$ cat src/rtl/cpu_pkg.sv
// Shared constants and loader state encoding for the 4-bit CPU boot path.
package cpu_pkg;

  localparam int WIDTH  = 4;
  localparam int ADDR_W = 3;
  localparam int DEPTH  = 1 << ADDR_W;

  typedef enum logic [2:0] {
    IDLE  = 3'd0,
    LOAD  = 3'd1,
    CHECK = 3'd2,
    RUN   = 3'd3,
    ERROR = 3'd4
  } loader_state_t;

endpackage

$ cat src/rtl/prog_loader_if.sv
// Load stream and instruction fetch bus between the loader and its neighbours.
interface prog_loader_if;
  import cpu_pkg::*;

  logic              start;
  logic              in_valid;
  logic [WIDTH-1:0]  in_data;
  logic              in_ready;
  logic [ADDR_W-1:0] rd_addr;
  logic [WIDTH-1:0]  rd_data;

  modport master (
    output start, in_valid, in_data, rd_addr,
    input  in_ready, rd_data
  );

  modport slave (
    input  start, in_valid, in_data, rd_addr,
    output in_ready, rd_data
  );

endinterface

$ cat src/rtl/prog_loader_mem.sv
// Instruction store: one synchronous write port, one combinational read port,
// asynchronously cleared so the CPU never fetches stale code after reset.
module prog_mem
  import cpu_pkg::*;
#(
  parameter int P_DEPTH  = DEPTH,
  parameter int P_WIDTH  = WIDTH,
  parameter int P_ADDR_W = ADDR_W
) (
  input  logic                clk,
  input  logic                rst,
  input  logic                we_i,
  input  logic [P_ADDR_W-1:0] waddr_i,
  input  logic [P_WIDTH-1:0]  wdata_i,
  input  logic [P_ADDR_W-1:0] raddr_i,
  output logic [P_WIDTH-1:0]  rdata_o
);

  logic [P_WIDTH-1:0] mem_q [P_DEPTH];

  always_ff @(posedge clk or posedge rst) begin
    if (rst) begin
      for (int i = 0; i < P_DEPTH; i++) begin
        mem_q[i] <= '0;
      end
    end else if (we_i) begin
      mem_q[waddr_i] <= wdata_i;
    end
  end

  assign rdata_o = mem_q[raddr_i];

endmodule

$ cat src/rtl/prog_loader.sv
// Boot sequencer: holds the CPU in reset while a program streams in, then
// releases it. Define PROG_LOADER_CHECKSUM_EN to require a trailing XOR word.
module prog_loader
  import cpu_pkg::*;
(
  input  logic         clk,
  input  logic         rst,
  prog_loader_if.slave bus,
  output logic         cpu_rstn,
  output logic         busy,
  output logic         done,
  output logic         err
);

  localparam logic [2:0] ST_IDLE  = IDLE;
  localparam logic [2:0] ST_LOAD  = LOAD;
`ifdef PROG_LOADER_CHECKSUM_EN
  localparam logic [2:0] ST_CHECK = CHECK;
`endif
  localparam logic [2:0] ST_RUN   = RUN;
  localparam logic [2:0] ST_ERROR = ERROR;

  localparam logic [ADDR_W-1:0] LAST_ADDR = ADDR_W'(DEPTH - 1);

  logic [2:0]        state_q, state_d;
  logic [ADDR_W-1:0] cnt_q, cnt_d;
  logic              mem_we;
  logic              xfer;
  logic              accepting;
`ifdef PROG_LOADER_CHECKSUM_EN
  logic [WIDTH-1:0]  xor_q, xor_d;
`endif

  // in_ready is a pure decode of the state register, never of in_valid.
`ifdef PROG_LOADER_CHECKSUM_EN
  assign accepting = (state_q == ST_LOAD) || (state_q == ST_CHECK);
`else
  assign accepting = (state_q == ST_LOAD);
`endif

  assign bus.in_ready = accepting;
  assign xfer         = bus.in_valid && accepting;

  always_comb begin
    state_d = state_q;
    cnt_d   = cnt_q;
    mem_we  = 1'b0;
`ifdef PROG_LOADER_CHECKSUM_EN
    xor_d   = xor_q;
`endif
    case (state_q)
      ST_IDLE: begin
        cnt_d = '0;
`ifdef PROG_LOADER_CHECKSUM_EN
        xor_d = '0;
`endif
        if (bus.start) state_d = ST_LOAD;
      end
      ST_LOAD: begin
        if (xfer) begin
          mem_we = 1'b1;
          cnt_d  = cnt_q + ADDR_W'(1);
`ifdef PROG_LOADER_CHECKSUM_EN
          xor_d  = xor_q ^ bus.in_data;
          if (cnt_q == LAST_ADDR) state_d = ST_CHECK;
`else
          if (cnt_q == LAST_ADDR) state_d = ST_RUN;
`endif
        end
      end
`ifdef PROG_LOADER_CHECKSUM_EN
      ST_CHECK: begin
        // The checksum word is compared only, never written to the store.
        if (xfer) state_d = (bus.in_data == xor_q) ? ST_RUN : ST_ERROR;
      end
`endif
      ST_RUN, ST_ERROR: begin
        if (bus.start) begin
          state_d = ST_LOAD;
          cnt_d   = '0;
`ifdef PROG_LOADER_CHECKSUM_EN
          xor_d   = '0;
`endif
        end
      end
      default: state_d = ST_IDLE;
    endcase
  end

  always_ff @(posedge clk or posedge rst) begin
    if (rst) begin
      state_q <= ST_IDLE;
      cnt_q   <= '0;
`ifdef PROG_LOADER_CHECKSUM_EN
      xor_q   <= '0;
`endif
    end else begin
      state_q <= state_d;
      cnt_q   <= cnt_d;
`ifdef PROG_LOADER_CHECKSUM_EN
      xor_q   <= xor_d;
`endif
    end
  end

  prog_mem u_mem (
    .clk     (clk),
    .rst     (rst),
    .we_i    (mem_we),
    .waddr_i (cnt_q),
    .wdata_i (bus.in_data),
    .raddr_i (bus.rd_addr),
    .rdata_o (bus.rd_data)
  );

  assign busy     = accepting;
  assign done     = (state_q == ST_RUN);
  assign cpu_rstn = (state_q == ST_RUN);
`ifdef PROG_LOADER_CHECKSUM_EN
  assign err      = (state_q == ST_ERROR);
`else
  assign err      = 1'b0;
`endif

endmodule

$ cat src/flat_wrapper.sv
// flat-port wrapper written by rule: the top's interface ports become plain ports
module prog_loader_flat import cpu_pkg::*;
  (clk, rst, cpu_rstn, busy, done, err, bus_start, bus_in_valid, bus_in_data, bus_rd_addr, bus_in_ready, bus_rd_data);
  prog_loader_if bus_i ();
  input  logic clk;
  input  logic rst;
  output logic cpu_rstn;
  output logic busy;
  output logic done;
  output logic err;
  input wire logic [$bits(bus_i.start)-1:0] bus_start;
  input wire logic [$bits(bus_i.in_valid)-1:0] bus_in_valid;
  input wire logic [$bits(bus_i.in_data)-1:0] bus_in_data;
  input wire logic [$bits(bus_i.rd_addr)-1:0] bus_rd_addr;
  output wire logic [$bits(bus_i.in_ready)-1:0] bus_in_ready;
  output wire logic [$bits(bus_i.rd_data)-1:0] bus_rd_data;
  assign bus_i.start = bus_start;
  assign bus_i.in_valid = bus_in_valid;
  assign bus_i.in_data = bus_in_data;
  assign bus_i.rd_addr = bus_rd_addr;
  assign bus_in_ready = bus_i.in_ready;
  assign bus_rd_data = bus_i.rd_data;
  prog_loader u_core (.clk(clk), .rst(rst), .bus(bus_i), .cpu_rstn(cpu_rstn), .busy(busy), .done(done), .err(err));
endmodule
$ cat config.mk
export PLATFORM = sky130hd
export DESIGN_NAME = prog_loader_flat
export DESIGN_NICKNAME = d
export VERILOG_FILES = /design/src/rtl/cpu_pkg.sv /design/src/rtl/prog_loader_if.sv /design/src/rtl/prog_loader_mem.sv /design/src/rtl/prog_loader.sv /design/src/flat_wrapper.sv
export SDC_FILE = /design/constraint.sdc
export NUM_CORES = 1
export LEC_CHECK = 0
export CAP_MARGIN = 0
export CORE_UTILIZATION = 25
export DETAILED_ROUTE_END_ITERATION = 8
export SLEW_MARGIN = 20
export SYNTH_ARGS = -nofsm -noshare
export SYNTH_HDL_FRONTEND = slang
export SYNTH_SLANG_ARGS = --single-unit
$ cat constraint.sdc
create_clock -name clk -period 1.5 [get_ports clk]
set_input_delay 0.15 -clock clk [delete_from_list [all_inputs] [get_ports clk]]
set_output_delay 0.15 -clock clk [all_outputs]
set_load 0.005 [all_outputs]
==> out/metrics.yaml, run 1 <==
run_status: "finished, violations left"
violations: "setup timing"
vias_per_cell: 4.321
slew_violations: 0
core_um2: 6907
drtIter0Drc: 74
async_reset_ff_share_pct: 100.0
track_usage_pct: 11.34
synthMuxAreaShare_pct: 33.72
post-synth-top-count-cell: "dfrtp_1"
ys_warn_count: 0
antenna_cells: 0
drt_pass1_iterations: 3
io_buffers: 18
post_layout_nonfiller_instances: 271
synth_compound_area_share_pct: 0.8225
cts_max_level: 2
arrival_ns: 1.56
rsz0062_at_grt: "true"
cts.root.buffer_cell: "clkbuf_8"
synth_seq_cells: 37
cts_tree: "yes"
synth_edf_count: 0
setup_viol: 20
worst_clock_skew_ns: 0.01063
yosysTopAreaCell: "dfrtp_1"
initial_core_util_pct: 26.43
vias: 1171
grt_pass1_vias: 1248
synth_top_family_by_area: "multiplexers"
grt_max_degree: 38
synth.top_cells.by_area: "dfrtp_1 51%, mux2_2 22%, mux4_2 9.9%"
start_kind: "flip-flop"
final.setup.worst_slack_ns: -0.2064
synth.top_cells.by_count: "37 x dfrtp_1, 36 x mux2_2, 8 x mux4_2"
rows: 30
yosys.area_share.simple_pct: 7.402
dp.cells: 257
fin_crit_sh_pct: 113.8
ir_drop_mv: 0.4188
synth_nets: 145
synthXorXnorAreaFrac_pct: 0
crit_end: "bus_rd_data[3]"
synthDominantCellAreaShare_pct: 50.72
rr_worst_depth: 5
ys_seq_area_share_pct: 50.72
fmaxAchievable_mhz: 586.0
ys_types: 21
dp_hpwl_mm: 2.596
drc: 0
fin_nets: 191
antenna_found_initial: 0
synthToLayoutAreaGrowth_pct: 45.37
die_h_um: 87.45
synth_fa_ha_area_share_pct: 4.112
endpoint_kind: "primary output"
num-fill-cells: 664
worstReg2RegEnd: "u_core.u_mem.mem_q[30]"
total_power_uw: 4555
overflow: 0
grt_pass1_wl_mm: 6.410
critical_path.max_fanout: 2
dieWidth_um: 87.45
path_clk_slew_ns: 0.08
fin_crit_ns: 1.706
post_synth.cell_area_avg_um2: 14.26
finalInstanceArea_um2: 2654
tns_ns: -1.519
hold_class: "primary input to async pin"
io_pins: 20
gp_congestion: 0.7238
syn-cell-area_um2: 1826
drive_gt1_share_pct: 59.43
dieArea_um2: 7648
cp-startpoint: "u_core.u_mem.mem_q[11]"
reg2reg_from: "u_core.state_q[1]"
finalHoldViolations: 0
placed_cell_area_um2: 2271
cp.required_ns: 1.35
power_per_cell_area_nw_per_um2: 1716
drv_cap: 0
ys.flop_type: "dfrtp_1"
cts_buffer_depth: 2
critPathKind: "flip-flop to primary output"
ant_nets: 0
cts_sinks: 37
avgRoutedWirePerCell_um: 14.37
syn_inst: 128
wirelength_mm: 3.894
cts_buffers: 5
insertion_delay_ns: 0.29
p_leak_uw: 0.001167
reg2reg_slack_ns: -0.08
==> worst min path at each step <==
stage | start | to | slack, ns | cells past startpoint
final | rst | u_core.u_mem.mem_q[21] | 0.21 | 3
after global routing | rst | u_core.u_mem.mem_q[17] | 0.24 | 3
after CTS | rst | u_core.u_mem.mem_q[25] | 0.22 | 3
after detailed placement | u_core.u_mem.mem_q[5] | u_core.u_mem.mem_q[5] | 0.49 | 1
after global placement | u_core.u_mem.mem_q[9] | u_core.u_mem.mem_q[9] | 0.48 | 1
after floorplan | bus_in_data[0] | u_core.u_mem.mem_q[12] | 0.30 | 1
==> cell type report <==
| type | instances | area, um2 | area share (%) |
|---|---|---|---|
| timing repair buffer | 44 | 424.2 | 15.98 |
| sequential | 37 | 925.9 | 34.89 |
| clock inverter | 2 | 37.54 | 1.414 |
| inverter | 6 | 25.02 | 0.9429 |
| tap | 96 | 120.1 | 4.526 |
| multi-input combinational | 80 | 1039 | 39.13 |
| clock buffer | 6 | 82.58 | 3.112 |
==> logic make-up after synthesis <==
kind of cell,after synthesis
AO/OA/AOI/OAI,2
adder cells (fa/ha/maj),6
buffers and inverters,11
flip-flops,37
multiplexers,47
other,1
AND/OR/NAND/NOR,24
==> cell usage in the layout, fill, tap and decap left out, drive strengths merged <==
cell type,n
mux2,36
o21ai,1
bufinv,1
nand2b,2
ha,6
or4,1
buf,30
mux4,8
or3,2
dfrtp,37
mux2i,3
clkinvlp,1
nor3,2
o32a,1
nor2,6
nand3,1
conb,1
nand2,4
nor3b,1
clkbuf,8
clkdlybuf4s50,8
nand3b,1
nor2b,4
dlygate4sd2,4
inv,6
==> stage by stage <==
stage	hold slack [ns]	util, %	setup slack, ns
after CTS	0.2153	36.83	-0.2170
final	0.2090	38.42	-0.2064
after global placement	0.4846	32.88	-0.6567
after detailed placement	0.4898	32.88	-0.6602
after global routing	0.2443	38.42	-0.2507
after floorplan	0.3005	-	-0.02178
==> power breakdown <==
part           leakage [uW]  switching [uW]  internal (uW)
Sequential         0.000448             287           1470
Clock             0.0000574             360            541
Combinational      0.000662             624           1270
==> per-layer routing <==
metal  up-vias  part of all wire, %  GRT usage (%)
li1        549                    -              -
met1       602                   46          14.80
met2        13                   49          17.90
met3         7                  3.2          3.033
met4         0                  1.4          4.471
met5         -                    0              0
==> state kept, by name (all words and copies together) (netlist names) <==
name                flops
u_core.u_mem.mem_q     32
u_core.cnt_q            3
u_core.state_q          2
==> worst max-delay path, stage by stage, from the launching register on <==
cell and delay (ns):
dfrtp_1 0.37, mux4_2 0.50, mux2_4 0.29, buf_6 0.11
==> repair_timing <==
| action | 4_1_cts | 5_1_grt |
|---|---|---|
| gates resized for setup | 54 | 31 |
| hold buffers | 0 | 0 |
| pin swaps | 6 | 8 |
| endpoints found under the setup margin | 41 | 40 |
| setup buffers | 6 | 1 |
Power figures use the tool's default switching activity.
==> run 2, diff against run 1 <==
--- a/config.mk
+++ b/config.mk
@@ -6,8 +6,9 @@
 export NUM_CORES = 1
 export LEC_CHECK = 0
 export CAP_MARGIN = 0
-export CORE_UTILIZATION = 25
+export CORE_UTILIZATION = 50
 export DETAILED_ROUTE_END_ITERATION = 8
+export PLACE_DENSITY = 0.75
 export SLEW_MARGIN = 20
 export SYNTH_ARGS = -nofsm -noshare
 export SYNTH_HDL_FRONTEND = slang
==> run 2 against run 1 <==
- the flow still finishes with violations (setup timing)
- sequential power grew 3%
- sequential cell count unchanged
- die area shrank 49%
- critical path depth is the same
- worst hold slack better by 0.0010 ns
==> out/metrics.yaml, run 2 (synthesis results as in run 1) <==
final_common_cell: "dfrtp_1"
fmaxAchievable_mhz: 558.3
dieArea_um2: 3897
final.setup.worst_slack_ns: -0.2912
p_int_uw: 3070
run_status: "finished, violations left"
cp.required_ns: 1.35
dp.cells: 205
reg2reg_from: "u_core.state_q[1]"
rows: 21
combPwrFrac_pct: 46.8
dp_hpwl_mm: 2.724
die_h_um: 62.43
vias: 1227
pwr-share-seq_pct: 41.4
fin_crit_sh_pct: 119.4
critical_path.max_fanout: 2
avgRoutedWirePerCell_um: 19.99
grt_max_degree: 38
core_um2: 3416
drive_gt1_share_pct: 60.00
regMostFlops: "u_core.u_mem.mem_q"
grt_pass1_vias: 1346
fin_nets: 192
most-common-layout-cells: "37 x dfrtp_1, 28 x mux2_4, 19 x buf_6"
placed_cell_area_um2: 2168
cts_buffer_depth: 2
crit_buf_inv: 1
path_delay_family: "multiplexers"
gp_congestion: 0.7949
finalHoldViolations: 0
max_stage_delay_ns: 0.50
antenna_found_initial: 0
ant_nets: 0
post_layout_nonfiller_instances: 221
dieWidth_um: 62.43
drc: 0
place_ws_ns: -0.6368
p_sw_share_pct: 30.38
setup_viol: 39
io_pins: 20
fin_crit_ns: 1.791
slew_violations: 0
cts_buffers: 5
largestRegisters: "u_core.u_mem.mem_q: 32 flops, u_core.cnt_q: 3 flops, u_core.state_q: 2 flops"
crit_chain: "mux4_2 > mux2_4 > buf_6"
start_kind: "flip-flop"
wirelength_mm: 4.418
fin_util_pct: 75.53
switching_power_uw: 1340
drt_pass1_iterations: 4
rsz0062_at_grt: "true"
critPathKind: "flip-flop to primary output"
cts.root.buffer_cell: "clkbuf_4"
cpMaxStageDelayCell: "mux4_2"
cts_max_level: 2
initial_core_util_pct: 53.44
finalInstanceArea_um2: 2580
hold_buffers: 0
antenna_cells: 0
power_per_cell_area_nw_per_um2: 1709
path_clk_slew_ns: 0.10
clock_power_share_pct: 11.9
cts_sinks: 37
cts_tree: "yes"
drtIter0Drc: 29
synthToLayoutAreaGrowth_pct: 41.33
grt_pass1_wl_mm: 7.120
hold_class: "primary input to async pin"
insertion_delay_ns: 0.34
vias_per_cell: 5.552
cp-startpoint: "u_core.u_mem.mem_q[3]"
overflow: 0
arrival_ns: 1.64
endpoint_kind: "primary output"
reg2reg_slack_ns: -0.17
track_usage_pct: 24.75
ir_drop_mv: 0.8555
p_leak_uw: 0.001160
fin_hold_ws_ns: 0.2101
violations: "setup timing"
largest_register_ffs: 32
drv_cap: 0
io_buffers: 18
worst_clock_skew_ns: 0.004792
## run 2: changes by cell type in the layout (fill, tap and decap cells not counted), moves of 2 or more
cell / delta
clkbuf_4: +5
mux2_2: -11
mux2_4: +11
buf_6: +6
buf_4: -4
dlygate4sd2_1: -2
clkbuf_8: -5
## run 2: repair_timing
action | 4_1_cts | 5_1_grt
gates resized for setup | 82 | 27
pin swaps | 9 | 9
setup endpoints to repair | 41 | 45
buffers inserted | 7 | 8
## run 2: layout make-up
cell class / instances / area, um2
clock buffer: 7 / 55.05
inverter: 6 / 25.02
fill: 224 / 835.8
multi-input combinational: 80 / 1082
timing repair buffer: 45 / 434.2
sequential: 37 / 925.9
tap: 46 / 57.56
## run 2: per-stage QoR
step / power, uW / setup TNS [ns]
2_1_floorplan: 2706 / -0.1725
3_3_place_gp: 3164 / -4.890
3_5_place_dp: 3270 / -6.309
4_1_cts: 4170 / -3.189
5_1_grt: 4653 / -6.683
6_report: 4409 / -4.668
## run 2: per-layer routing
| layer | global-route usage, % | vias to the layer above | part of all wire [%] |
|---|---|---|---|
| met5 | 0 | - | 0 |
| met2 | 42.39 | 24 | 54 |
| met3 | 5.839 | 6 | 2.6 |
| met4 | 8.140 | 0 | 1.6 |
| li1 | - | 551 | - |
| met1 | 30.78 | 646 | 42 |
## run 2: worst reg2reg max path, stage by stage (launching register included)
cell     delay [ns]
dfrtp_1        0.41
inv_2          0.09
ha_4           0.15
buf_6          0.10
nand3_4        0.10
or3_4          0.43
mux2_2         0.29
## run 2: worst paths after layout
path                                          endpoint  cells past startpoint
max in group asynchronous        u_core.u_mem.mem_q[1]                      3
min in group clk                 u_core.u_mem.mem_q[9]                      1
worst min-delay path             u_core.u_mem.mem_q[3]                      3
worst max register to register  u_core.u_mem.mem_q[15]                      6
worst min register to register   u_core.u_mem.mem_q[9]                      1
worst max-delay path                    bus_rd_data[3]                      3
## run 2: power groups by stage
stage	logic (uW)	registers [uW]	clock network (uW)
CTS	1840	1790	546
global placement	1410	1750	0
global route	2200	1870	582
floorplan	1040	1670	0
detailed placement	1480	1790	0
finish	2060	1820	523
